## config.mk

```make
export PLATFORM = sky130hd
export DESIGN_NAME = evt2_roi_decoder
export DESIGN_NICKNAME = d
export VERILOG_FILES = /design/src/rtl/evt2_pkg.sv /design/src/rtl/evt2_skid_fifo.sv /design/src/rtl/evt2_roi_decoder.sv
export SDC_FILE = /design/constraint.sdc
export NUM_CORES = 1
export LEC_CHECK = 0
export ABC_CLOCK_PERIOD_IN_PS = 9450
export BUFFER_PORTS_ARGS = -buffer_cell sky130_fd_sc_hd__buf_4
export CAP_MARGIN = 20
export CELL_PAD_IN_SITES_DETAIL_PLACEMENT = 0
export CELL_PAD_IN_SITES_GLOBAL_PLACEMENT = 1
export CORE_UTILIZATION = 46
export DETAILED_ROUTE_END_ITERATION = 12
export GPL_ROUTABILITY_DRIVEN = 0
export PLACE_DENSITY_LB_ADDON = 0.12
export SYNTH_ARGS = -nofsm -noshare
export SYNTH_HDL_FRONTEND = slang
export SYNTH_SLANG_ARGS = --single-unit
```

## constraint.sdc

```tcl
create_clock -name clk -period 9.45 [get_ports clk]
set_clock_uncertainty 0.15 [all_clocks]
set_input_delay 0.4725 -clock clk [delete_from_list [all_inputs] [get_ports clk]]
set_output_delay 0.4725 -clock clk [all_outputs]
set_load 0.05 [all_outputs]
```

## src/rtl/evt2_pkg.sv

```systemverilog
// Shared EVT 2.0 definitions: packet types, raw word field positions and the
// event payload carried between decoder stages.
package evt2_pkg;

  typedef enum logic [3:0] {
    CD_OFF      = 4'h0,
    CD_ON       = 4'h1,
    TIME_HIGH   = 4'h8,
    EXT_TRIGGER = 4'hA,
    OTHERS      = 4'hE,
    CONTINUED   = 4'hF
  } evt2_type_e;

  localparam int TYPE_MSB = 31;
  localparam int TYPE_LSB = 28;
  localparam int TS_MSB   = 27;
  localparam int TS_LSB   = 22;
  localparam int X_MSB    = 21;
  localparam int X_LSB    = 11;
  localparam int Y_MSB    = 10;
  localparam int Y_LSB    = 0;
  localparam int TH_MSB   = 27;
  localparam int TH_LSB   = 0;

  // Fields are sized for the widest legal configuration; each stage keeps
  // only the low bits its own parameters call for.
  localparam int EVT_XY_W = 11;
  localparam int EVT_TS_W = 34;

  typedef struct packed {
    logic [EVT_XY_W-1:0] x;
    logic [EVT_XY_W-1:0] y;
    logic                pol;
    logic [EVT_TS_W-1:0] ts;
  } evt_t;

endpackage

```

## src/rtl/evt2_skid_fifo.sv

```systemverilog
// Two-entry order-preserving FIFO with valid/ready on both sides; accepts
// whenever it is not full, independent of the downstream ready.
module evt2_skid_fifo
  import evt2_pkg::*;
#(
  parameter int W = $bits(evt_t)
) (
  input  logic         clk,
  input  logic         rst,
  input  logic [W-1:0] in_data,
  input  logic         in_valid,
  output logic         in_ready,
  output logic [W-1:0] out_data,
  output logic         out_valid,
  input  logic         out_ready
);

  logic [W-1:0] mem [2];
  logic         wr_ptr;
  logic         rd_ptr;
  logic [1:0]   count;
  logic         push;
  logic         pop;

  assign in_ready  = (count != 2'd2);
  assign out_valid = (count != 2'd0);
  assign out_data  = mem[rd_ptr];
  assign push      = in_valid & in_ready;
  assign pop       = out_valid & out_ready;

  always_ff @(posedge clk or posedge rst) begin
    if (rst) begin
      mem[0] <= '0;
      mem[1] <= '0;
      wr_ptr <= 1'b0;
      rd_ptr <= 1'b0;
      count  <= 2'd0;
    end else begin
      if (push) begin
        mem[wr_ptr] <= in_data;
        wr_ptr      <= ~wr_ptr;
      end
      if (pop) begin
        rd_ptr <= ~rd_ptr;
      end
      count <= count + {1'b0, push} - {1'b0, pop};
    end
  end

endmodule

```

## src/rtl/evt2_roi_decoder.sv

```systemverilog
// EVT 2.0 decoder: timestamp rebuild, ROI and polarity filtering, grid
// downsampling and saturating debug counters, buffered by a 2-entry FIFO.
module evt2_roi_decoder
  import evt2_pkg::*;
#(
  parameter int SENSOR_W   = 320,
  parameter int SENSOR_H   = 320,
  parameter int GRID_BITS  = 4,
  parameter int SHIFT      = 4,
  parameter int TS_BITS    = 16,
  parameter int CNT_W      = 16,
  parameter int REQUIRE_TH = 1
) (
  input  logic                 clk,
  input  logic                 rst,
  input  logic [31:0]          in_data,
  input  logic                 in_valid,
  output logic                 in_ready,
  input  logic [10:0]          roi_x_min,
  input  logic [10:0]          roi_x_max,
  input  logic [10:0]          roi_y_min,
  input  logic [10:0]          roi_y_max,
  input  logic [1:0]           pol_en,
  output logic [GRID_BITS-1:0] out_x,
  output logic [GRID_BITS-1:0] out_y,
  output logic                 out_pol,
  output logic [TS_BITS-1:0]   out_ts,
  output logic                 out_valid,
  input  logic                 out_ready,
  output logic [CNT_W-1:0]     evt_cnt,
  output logic [CNT_W-1:0]     drop_cnt,
  output logic [CNT_W-1:0]     err_cnt
);

  localparam logic [10:0] SENSOR_W_L = 11'(SENSOR_W);
  localparam logic [10:0] SENSOR_H_L = 11'(SENSOR_H);
  localparam logic [10:0] GRID_MAX   = 11'((1 << GRID_BITS) - 1);

  function automatic logic [GRID_BITS-1:0] grid_sat(input logic [10:0] raw,
                                                   input logic [10:0] lo);
    logic [10:0] rel;
    rel = (raw - lo) >> SHIFT;
    if (rel > GRID_MAX) return GRID_MAX[GRID_BITS-1:0];
    return rel[GRID_BITS-1:0];
  endfunction

  function automatic logic [CNT_W-1:0] sat_inc(input logic [CNT_W-1:0] c,
                                              input logic en);
    if (en && !(&c)) return c + CNT_W'(1);
    return c;
  endfunction

  logic [27:0]          time_high;
  logic                 th_seen;

  logic [3:0]           typ_p0;
  logic [10:0]          x_p0;
  logic [10:0]          y_p0;
  logic [5:0]           tsl_p0;
  logic                 acc_p0;
  logic                 is_cd_p0;
  logic                 pol_p0;
  logic                 bad_p0;
  logic                 gate_p0;
  logic                 pol_ok_p0;
  logic                 roi_ok_p0;
  logic                 known_p0;
  logic                 th_p0;
  logic                 vld_p0;
  logic                 drop_p0;
  logic                 err_p0;
  evt_t                 evt_p0;

  logic [$bits(evt_t)-1:0] head_raw_p1;
  evt_t                    head_p1;
  logic                    unused_hi;

  // Stage p0: decode and classify the word offered this cycle
  always_comb begin
    typ_p0    = in_data[TYPE_MSB:TYPE_LSB];
    x_p0      = in_data[X_MSB:X_LSB];
    y_p0      = in_data[Y_MSB:Y_LSB];
    tsl_p0    = in_data[TS_MSB:TS_LSB];
    acc_p0    = in_valid & in_ready;
    is_cd_p0  = (typ_p0 == CD_OFF) || (typ_p0 == CD_ON);
    pol_p0    = typ_p0[0];
    known_p0  = is_cd_p0 || (typ_p0 == TIME_HIGH) || (typ_p0 == EXT_TRIGGER)
                || (typ_p0 == OTHERS) || (typ_p0 == CONTINUED);
    bad_p0    = (x_p0 >= SENSOR_W_L) || (y_p0 >= SENSOR_H_L);
    gate_p0   = (REQUIRE_TH != 0) && !th_seen;
    pol_ok_p0 = pol_en[pol_p0];
    roi_ok_p0 = (x_p0 >= roi_x_min) && (x_p0 <= roi_x_max)
                && (y_p0 >= roi_y_min) && (y_p0 <= roi_y_max);
    th_p0     = acc_p0 && (typ_p0 == TIME_HIGH);
    vld_p0    = acc_p0 && is_cd_p0 && !bad_p0 && !gate_p0 && pol_ok_p0 && roi_ok_p0;
    drop_p0   = acc_p0 && is_cd_p0 && !bad_p0 && (gate_p0 || !pol_ok_p0 || !roi_ok_p0);
    err_p0    = acc_p0 && ((is_cd_p0 && bad_p0) || !known_p0);

    evt_p0     = '0;
    evt_p0.x   = EVT_XY_W'(grid_sat(x_p0, roi_x_min));
    evt_p0.y   = EVT_XY_W'(grid_sat(y_p0, roi_y_min));
    evt_p0.pol = pol_p0;
    evt_p0.ts  = {time_high, tsl_p0};
  end

  always_ff @(posedge clk or posedge rst) begin
    if (rst) begin
      time_high <= '0;
      th_seen   <= 1'b0;
      evt_cnt   <= '0;
      drop_cnt  <= '0;
      err_cnt   <= '0;
    end else begin
      if (th_p0) begin
        time_high <= in_data[TH_MSB:TH_LSB];
        th_seen   <= 1'b1;
      end
      evt_cnt  <= sat_inc(evt_cnt, vld_p0);
      drop_cnt <= sat_inc(drop_cnt, drop_p0);
      err_cnt  <= sat_inc(err_cnt, err_p0);
    end
  end

  // Stage p1: buffered events presented to the downstream consumer
  evt2_skid_fifo #(
    .W($bits(evt_t))
  ) u_skid (
    .clk      (clk),
    .rst      (rst),
    .in_data  (evt_p0),
    .in_valid (vld_p0),
    .in_ready (in_ready),
    .out_data (head_raw_p1),
    .out_valid(out_valid),
    .out_ready(out_ready)
  );

  assign head_p1   = head_raw_p1;
  assign out_x     = head_p1.x[GRID_BITS-1:0];
  assign out_y     = head_p1.y[GRID_BITS-1:0];
  assign out_pol   = head_p1.pol;
  assign out_ts    = head_p1.ts[TS_BITS-1:0];
  assign unused_hi = ^{head_p1.x >> GRID_BITS, head_p1.y >> GRID_BITS,
                       head_p1.ts >> TS_BITS};

endmodule

```

==> results of run 1 <==
-- final cells by class --
class | instances | area (sq um)
Multi-Input combinational cell | 433 | 3675
Tap cell | 184 | 230.2
Sequential cell | 113 | 2828
Fill cell | 1215 | 5679
Timing Repair Buffer | 162 | 1259
Clock inverter | 11 | 161.4
Inverter | 50 | 190.2
Clock buffer | 20 | 456.7
-- placed cells by master (no fill, tap or decap), types with 3 or more instances in the layout --
cell,n
nand3_1,23
or2_2,3
and3_1,9
a21o_1,10
nand4_1,20
bufinv_16,4
nor3_1,15
and2_1,5
clkinv_2,5
nand2b_1,4
inv_1,49
clkbuf_16,17
xnor2_1,27
nand3b_1,5
a21oi_1,13
nor4_2,4
nand2_1,32
mux2_4,20
buf_4,159
dfrtp_1,113
ha_1,49
o31ai_1,3
mux2_2,70
a211oi_1,6
nor2_1,22
xor2_1,27
nor3b_1,3
or3_1,3
nor4_1,5
o21ai_0,16
-- cells by family after synthesis --
| kind of cell | after synthesis | synth area share, % |
|---|---|---|
| simple gates | 169 | 14.80 |
| flops | 113 | 41.67 |
| mux | 92 | 16.35 |
| compound gates | 69 | 6.914 |
| buf+inv | 65 | 4.259 |
| xor+xnor | 54 | 6.969 |
| fa+ha+maj | 49 | 9.034 |
-- power groups by stage --
stage               logic [W]  registers [W]  clock network [W]
floorplan            0.000189       0.000600                  0
global placement     0.000297       0.000590                  0
detailed placement   0.000333       0.000574                  0
CTS                  0.000335       0.000566           0.000680
global route         0.000365       0.000574           0.000703
finish               0.000334       0.000566           0.000669
-- state kept, by name, indices dropped and copies added (netlist names) --
register	cells
drop_cnt	16
err_cnt	16
evt_cnt	16
th_seen	1
time_high	10
u_skid.count	2
u_skid.mem	50
u_skid.rd_ptr	1
u_skid.wr_ptr	1
-- worst max-delay path, stage by stage --
cell     delay [ns]
buf_4          0.12
ha_1           0.33
a21oi_1        0.32
nand3_1        0.14
a221o_1        0.33
a21o_1         0.20
nand4_2        0.27
or2_2          0.77
mux2_2         0.41
-- per-layer routing --
| layer | vias to the layer above | global-route usage [%] | share of wire, % |
|---|---|---|---|
| li1 | 2520 | - | - |
| met1 | 2565 | 26.77 | 44 |
| met2 | 123 | 37.95 | 50 |
| met3 | 17 | 6.135 | 4.6 |
| met4 | 0 | 6.852 | 1.4 |
| met5 | - | 0 | 0 |
-- worst max path at each step --
| stage | from | slack [ns] | cells past startpoint | endpoint |
|---|---|---|---|---|
| finish | in_data[2] | 6.19 | 9 | u_skid.mem[48] |
| global route | in_data[2] | 6.12 | 9 | u_skid.mem[49] |
| CTS | in_data[2] | 6.24 | 9 | u_skid.mem[38] |
| detailed placement | in_data[2] | 5.81 | 9 | u_skid.mem[38] |
| global placement | in_data[2] | 5.90 | 9 | u_skid.mem[47] |
| floorplan | rst | 5.84 | 1 | drop_cnt[0] |
-- stage by stage --
| step | total power [W] | std cells | util [%] | instance area [sq um] |
|---|---|---|---|---|
| final | 0.001569 | 973 | 60.78 | 8800 |
| after global routing | 0.001642 | 973 | 60.78 | 8800 |
| after CTS | 0.001582 | 972 | 60.59 | 8772 |
| after detailed placement | 0.0009077 | 940 | 56.25 | 8144 |
| after global placement | 0.0008872 | 939 | 56.06 | 8117 |
| after floorplan | 0.0007890 | 611 | - | 6787 |
==> results by group, run 1 <==
Die
  – Core area: 0.01448 sq mm
  – Initial core utilization: between 40 and 50%
  – IO Pins: about 160
  – Die X: roughly 120 um
  – Height of the die: 123.5 um
  – Die area: between 0.015 and 0.02 sq mm
  – Row cnt: 44

Yosys
  – Synth Flop Type: dfrtp_1
  – Most numerous cell in the Yosys netlist: dfrtp_1
  – Post-synthesis instance total: 611
  – Syn Std Cell Area: roughly 0.0068 sq mm
  – Post-synth net total: around 740
  – List of most frequent post-synthesis cells: 113 x dfrtp_1, 70 x mux2_2, 50 x inv_1
  – Top cell type's share of synthesized area: between 40% and 50%
  – Yosys top cell by area: dfrtp_1
  – Number of synthesized flops with an enable pin: 0
  – Yosys cell types: 63
  – Mapped Avg Cell Area: about 11 sq um
  – Ys async rst share: 100.0%
  – YS warnings: 0
  – Sequential fraction of the synthesis area: between 40% and 50%
  – Synth area leaders: dfrtp_1 42%, mux2_2 12%, ha_1 9.0%
  – Seq cells post-synth: around 110

Clocking
  – CTS Root Cell: clkbuf_16
  – CTS Buffer Depth: 2
  – Cts bufs inserted: 17
  – H-tree depth: 4
  – CTS tree: built
  – Clk sinks: roughly 110
  – Clock Latency Late Sink: 0.40 ns
  – Reg clk slew, reported paths: 0.05 ns
  – Post-cts sizing count: 0
  – Setup Fix Bufs, Post-CTS: 0
  – Hold-fix buffers, CTS: 1

Global route
  – First-pass GRT wire length: ~26000 um
  – All-layer global routing usage: 22.11%
  – Gr ovfl total: 0
  – Vias in the first global route: 5343
  – Initial antenna violation count: 0
  – Largest net degree at the start of global routing: 82

STA
  – RSZ-0062 raised after global routing: false
  – Fmax: 307.2 MHz
  – Final hold slack: 0.1603 ns
  – Post-route minimum period: 3.256 ns
  – Final setup vio count: 0
  – Setup slack after layout: 6.194 ns
  – Fin. max-slew vios: 0
  – Final hold vios: 0
  – Fin crit share: about a third
  – Worst-Margin Slew: 1.023 ns
  – Max-slew headroom: 30.92%
  – Setup TNS: 0 ns

Pwr
  – Switch Pwr: 0.0004455 W
  – Internal power: about 0.0011 W
  – Clock share of power: approximately 43%
  – Switching Share: 28.40%
  – Sequential share of power: between 30 and 40%
  – Comb power frac: 21.3%
  – Max VDD drop: between 100 and 150 uV
  – P_leak: 4.656 nW
  – Pwr/cell area: ~180 mW/mm^2

Critical path
  – Setup crit end kind: flop
  – Startpoint Class: primary input
  – CP required: 9.58 ns
  – Reg2Reg Setup Slack: 6.40 ns
  – Critical path fanouts, max: 25
  – Worst R2R End: u_skid.mem[62]
  – R2R depth: 8
  – Critical path arrival: approximately 3.4 ns
  – Critical setup path kind: in -> reg
  – R2R Path Start: u_skid.count[1]

Min path
  – Hold endpoint: u_skid.mem[1]
  – Number of cells on the worst hold path: 2
  – Hold Path Origin: in_data[23]
  – HP Class: in -> reg

Detailed routing
  – DRT Pass-1 Iters: 4
  – Final wirelength: around 16000 um
  – Vias: 5225
  – Number of remaining DRC errors: 0
  – Post-DRT Antenna Nets: 0
  – DR WL/cell: 16.37 um
  – Via density: about 5.4
  – 1st-iter DRT viols: 271

Finish
  – Area Growth Syn to Fin: 29.66%
  – Layout Nets: 908
  – Antenna cell count: 0
  – Fraction of layout cells with a size suffix above 1: 39.16%

Outcome
  – Status: complete, no violations

Place
  – Dpl hpwl: around 12000 um
  – Setup slack at placement: approximately 5.8 ns
  – # port buffers: 156

Flow run
  – Max_cap viols: 0
Power figures use the tool's default switching activity.
==> run 2: changes to the inputs <==
- ABC_AREA: not set -> 1
- ABC_CLOCK_PERIOD_IN_PS: 9450 -> 3300
- CORE_UTILIZATION: 46 -> 40
- clock period: 9.45 -> 3.3 ns (I/O delays scaled with it)
==> run 2 against run 1 <==
  * Sequential power rose to 2.9 times the previous value
  * Global-route usage decreased by 0.67 points
  * First-iteration DRC count rose by 24%
  * Critical endpoint is now evt_cnt[9]
==> results by group, run 2 <==
Outcome
  – Status: complete, no violations

Yosys
  – Number of synthesized flops with an enable pin: 0 (unchanged)
  – Post-synth net total: 1248 (+68%)
  – Ys async rst share: 100.0% (unchanged)
  – Synth area leaders: dfrtp_1 35%, nand2_1 20%, ha_1 7.7%
  – Syn Std Cell Area: 0.007973 sq mm (+17%)
  – Seq cells post-synth: 113 (unchanged)
  – Post-synthesis instance total: 1117 (+83%)
  – Sequential fraction of the synthesis area: 35.47% (-6.2 points)
  – Yosys cell types: 42 (-33%)
  – Synth Flop Type: dfrtp_1
  – Most numerous cell in the Yosys netlist: nand2_1
  – Yosys top cell by area: dfrtp_1
  – YS warnings: 0 (unchanged)
  – List of most frequent post-synthesis cells: 428 x nand2_1, 144 x inv_1, 113 x dfrtp_1
  – Top cell type's share of synthesized area: 35.47% (-6.2 points)
  – Mapped Avg Cell Area: 7.138 sq um (-36%)

Die
  – Die X: 143.2 um (+16%)
  – Height of the die: 143.2 um (+16%)
  – Die area: 0.02050 sq mm (+34%)
  – Core area: 0.01953 sq mm (+35%)
  – Initial core utilization: 40.83% (-6.0 points)
  – IO Pins: 157 (unchanged)
  – Row cnt: 51 (+16%)

Finish
  – Sequential cell area: 0.002828 sq mm (unchanged)
  – Fraction of layout cells with a size suffix above 1: 18.04% (-21 points)
  – Antenna cell count: 0 (unchanged)
  – Design area: 0.01012 sq mm (+15%)
  – Area Growth Syn to Fin: 26.98%
  – Area taken by multi-input logic gates: 0.004335 sq mm (+18%)
  – Max reg flops: 50 (unchanged)
  – Fill count: 2038 (+68%)
  – Largest reg by FF count: u_skid.mem
  – Layout Nets: 1421 (+56%)
  – Commonest non-fill, non-tap cells in the layout: 428 x nand2_1, 168 x buf_4, 143 x inv_1, 113 x dfrtp_1, 77 x nand4_1
  – Commonest non-fill, non-tap cell in the layout: nand2_1

Flow run
  – Max_cap viols: 0 (unchanged)

Detailed routing
  – 1st-iter DRT viols: 336 (+24%)
  – Post-DRT Antenna Nets: 0 (unchanged)
  – Vias: 7556 (+45%)
  – Via density: 4.819 (-10%)
  – Number of remaining DRC errors: 0 (unchanged)
  – DRT Pass-1 Iters: 5 (+1)
  – DR WL/cell: 13.34 um (-19%)
  – Final wirelength: 20910 um (+31%)

Critical path
  – Critical path arrival: 2.85 ns (-0.54 ns)
  – CP required: 3.45 ns (-6.13 ns)
  – Startpoint Class: primary input
  – Setup crit end kind: flop
  – Critical path fanouts, max: 15 (-40%)
  – Critical setup path kind: in -> reg

Pwr
  – Pwr/cell area: 454.9 mW/mm^2 (+160%)
  – P_leak: 5.623 nW (+21%)
  – Max VDD drop: 316.4 uV (+110%)

STA
  – Fin. max-slew vios: 0 (unchanged)
  – Setup slack after layout: 0.5997 ns (-5.595 ns)
  – Max-slew headroom: 35.08% (+4.2 points)
  – Final hold slack: 0.1792 ns (+0.01890 ns)
  – Final setup vio count: 0 (unchanged)
  – Post-route minimum period: 2.700 ns
  – RSZ-0062 raised after global routing: false
  – Fmax: 370.3 MHz
  – Fin crit share: 81.83%
  – Final hold vios: 0 (unchanged)
  – Worst-Margin Slew: 0.9717 ns (-0.05107 ns)
  – Setup TNS: 0 ns (unchanged)

Global route
  – First-pass GRT wire length: 34560 um (+34%)
  – Largest net degree at the start of global routing: 50 (-39%)
  – All-layer global routing usage: 21.44% (-0.67 points)
  – Vias in the first global route: 7202 (+35%)
  – Gr ovfl total: 0 (unchanged)
  – Initial antenna violation count: 0 (unchanged)

Clocking
  – CTS Buffer Depth: 2 (unchanged)
  – Cts bufs inserted: 17 (unchanged)
  – CTS Root Cell: clkbuf_16
  – Post-cts sizing count: 0 (unchanged)
  – CTS tree: built
  – Reg clk slew, reported paths: 0.06 ns (about the same)
  – H-tree depth: 4 (unchanged)
  – Clock Latency Late Sink: 0.42 ns (+0.02 ns)
  – Clk sinks: 113 (unchanged)

Place
  – # port buffers: 156 (unchanged)
  – DP Area: 0.009344 sq mm (+15%)
  – Setup slack at placement: 0.6672 ns (-5.139 ns)
  – Dpl hpwl: 15670 um (+33%)

Min path
  – HP Class: in -> reg
==> run 2: cell types whose count changed after synthesis, sizes merged, moves of 8 or more <==
cell,before,now
nor2,24,63
and3,10,0
a21o,10,0
nor3,16,24
nand4,22,77
nand2,32,432
xnor2,27,13
mux2,91,6
inv,50,147
buf,10,25
nand3,23,71
==> run 2: timing repair <==
item	CTS	global route
setup buffers	0	0
hold buffers	19	0
endpoints found under the hold margin	66	0
==> run 2: area by class of cell <==
| type | instances | area share [%] |
|---|---|---|
| Clock buffer | 17 | 4.202 |
| Inverter | 150 | 5.611 |
| Tap cell | 265 | 3.275 |
| Timing Repair Buffer | 188 | 14.53 |
| Clock inverter | 15 | 1.619 |
| Multi-Input combinational cell | 820 | 42.83 |
| Sequential cell | 113 | 27.93 |
==> run 2: worst max-delay path: stages <==
cell and delay, ns:
dlygate4sd3_1 0.53, buf_4 0.16, ha_1 0.35, nand2_1 0.07, nand2_1 0.10, inv_2 0.03
nand2_1 0.07, nand2_1 0.05, nand2_1 0.10, nand2_1 0.08, nand2_2 0.09, nand3_1 0.12
nor2_4 0.35, nand3_2 0.36, nand2_1 0.16, nand2_1 0.06
==> run 2: kinds of logic after synthesis <==
| logic type | count (synthesis) | synth area share (%) |
|---|---|---|
| DFF | 113 | 35.47 |
| AOI/OAI and AO/OA | 41 | 2.731 |
| xor gates and xnor gates | 47 | 5.163 |
| adders and majority gates | 49 | 7.690 |
| muxes | 8 | 1.099 |
| buffers and inverters | 184 | 10.15 |
| and+or+nand+nor | 675 | 37.70 |
==> run 2: power breakdown <==
part	internal, W	total (W)	switching (W)
clock	0.00111	0.00182	0.000701
combinational	0.000406	0.00116	0.000759
sequential	0.00150	0.00162	0.000122
==> run 2: worst paths after layout <==
path                                  from              to  slack (ns)  cells after the start
min reg2reg                 u_skid.mem[67]  u_skid.mem[67]        0.32                      2
max                             in_data[2]      evt_cnt[9]        0.60                     16
max in group asynchronous              rst      evt_cnt[1]        1.80                      4
min                            in_data[30]   u_skid.wr_ptr        0.18                      5
max reg2reg                u_skid.count[1]   u_skid.mem[9]        1.01                      6
min in group asynchronous              rst      err_cnt[9]        0.37                      3
==> run 2: stage by stage <==
| step | total power (W) | utilization, % | cells |
|---|---|---|---|
| floorplan | 0.002404 | - | 1117 |
| global route | 0.004855 | 51.85 | 1568 |
| detailed placement | 0.002805 | 47.85 | 1517 |
| global placement | 0.002793 | 47.85 | 1517 |
| CTS | 0.004652 | 51.85 | 1568 |
| finish | 0.004605 | 51.85 | 1568 |
==> run 2: metal layers <==
metal  share of wire [%]  global-route usage [%]  vias up
li1                    -                       -     3924
met1                  50                   29.66     3455
met2                  46                   34.12      161
met3                 3.6                   3.622       16
met4                 1.1                   6.282        0
met5                   0                       0        -
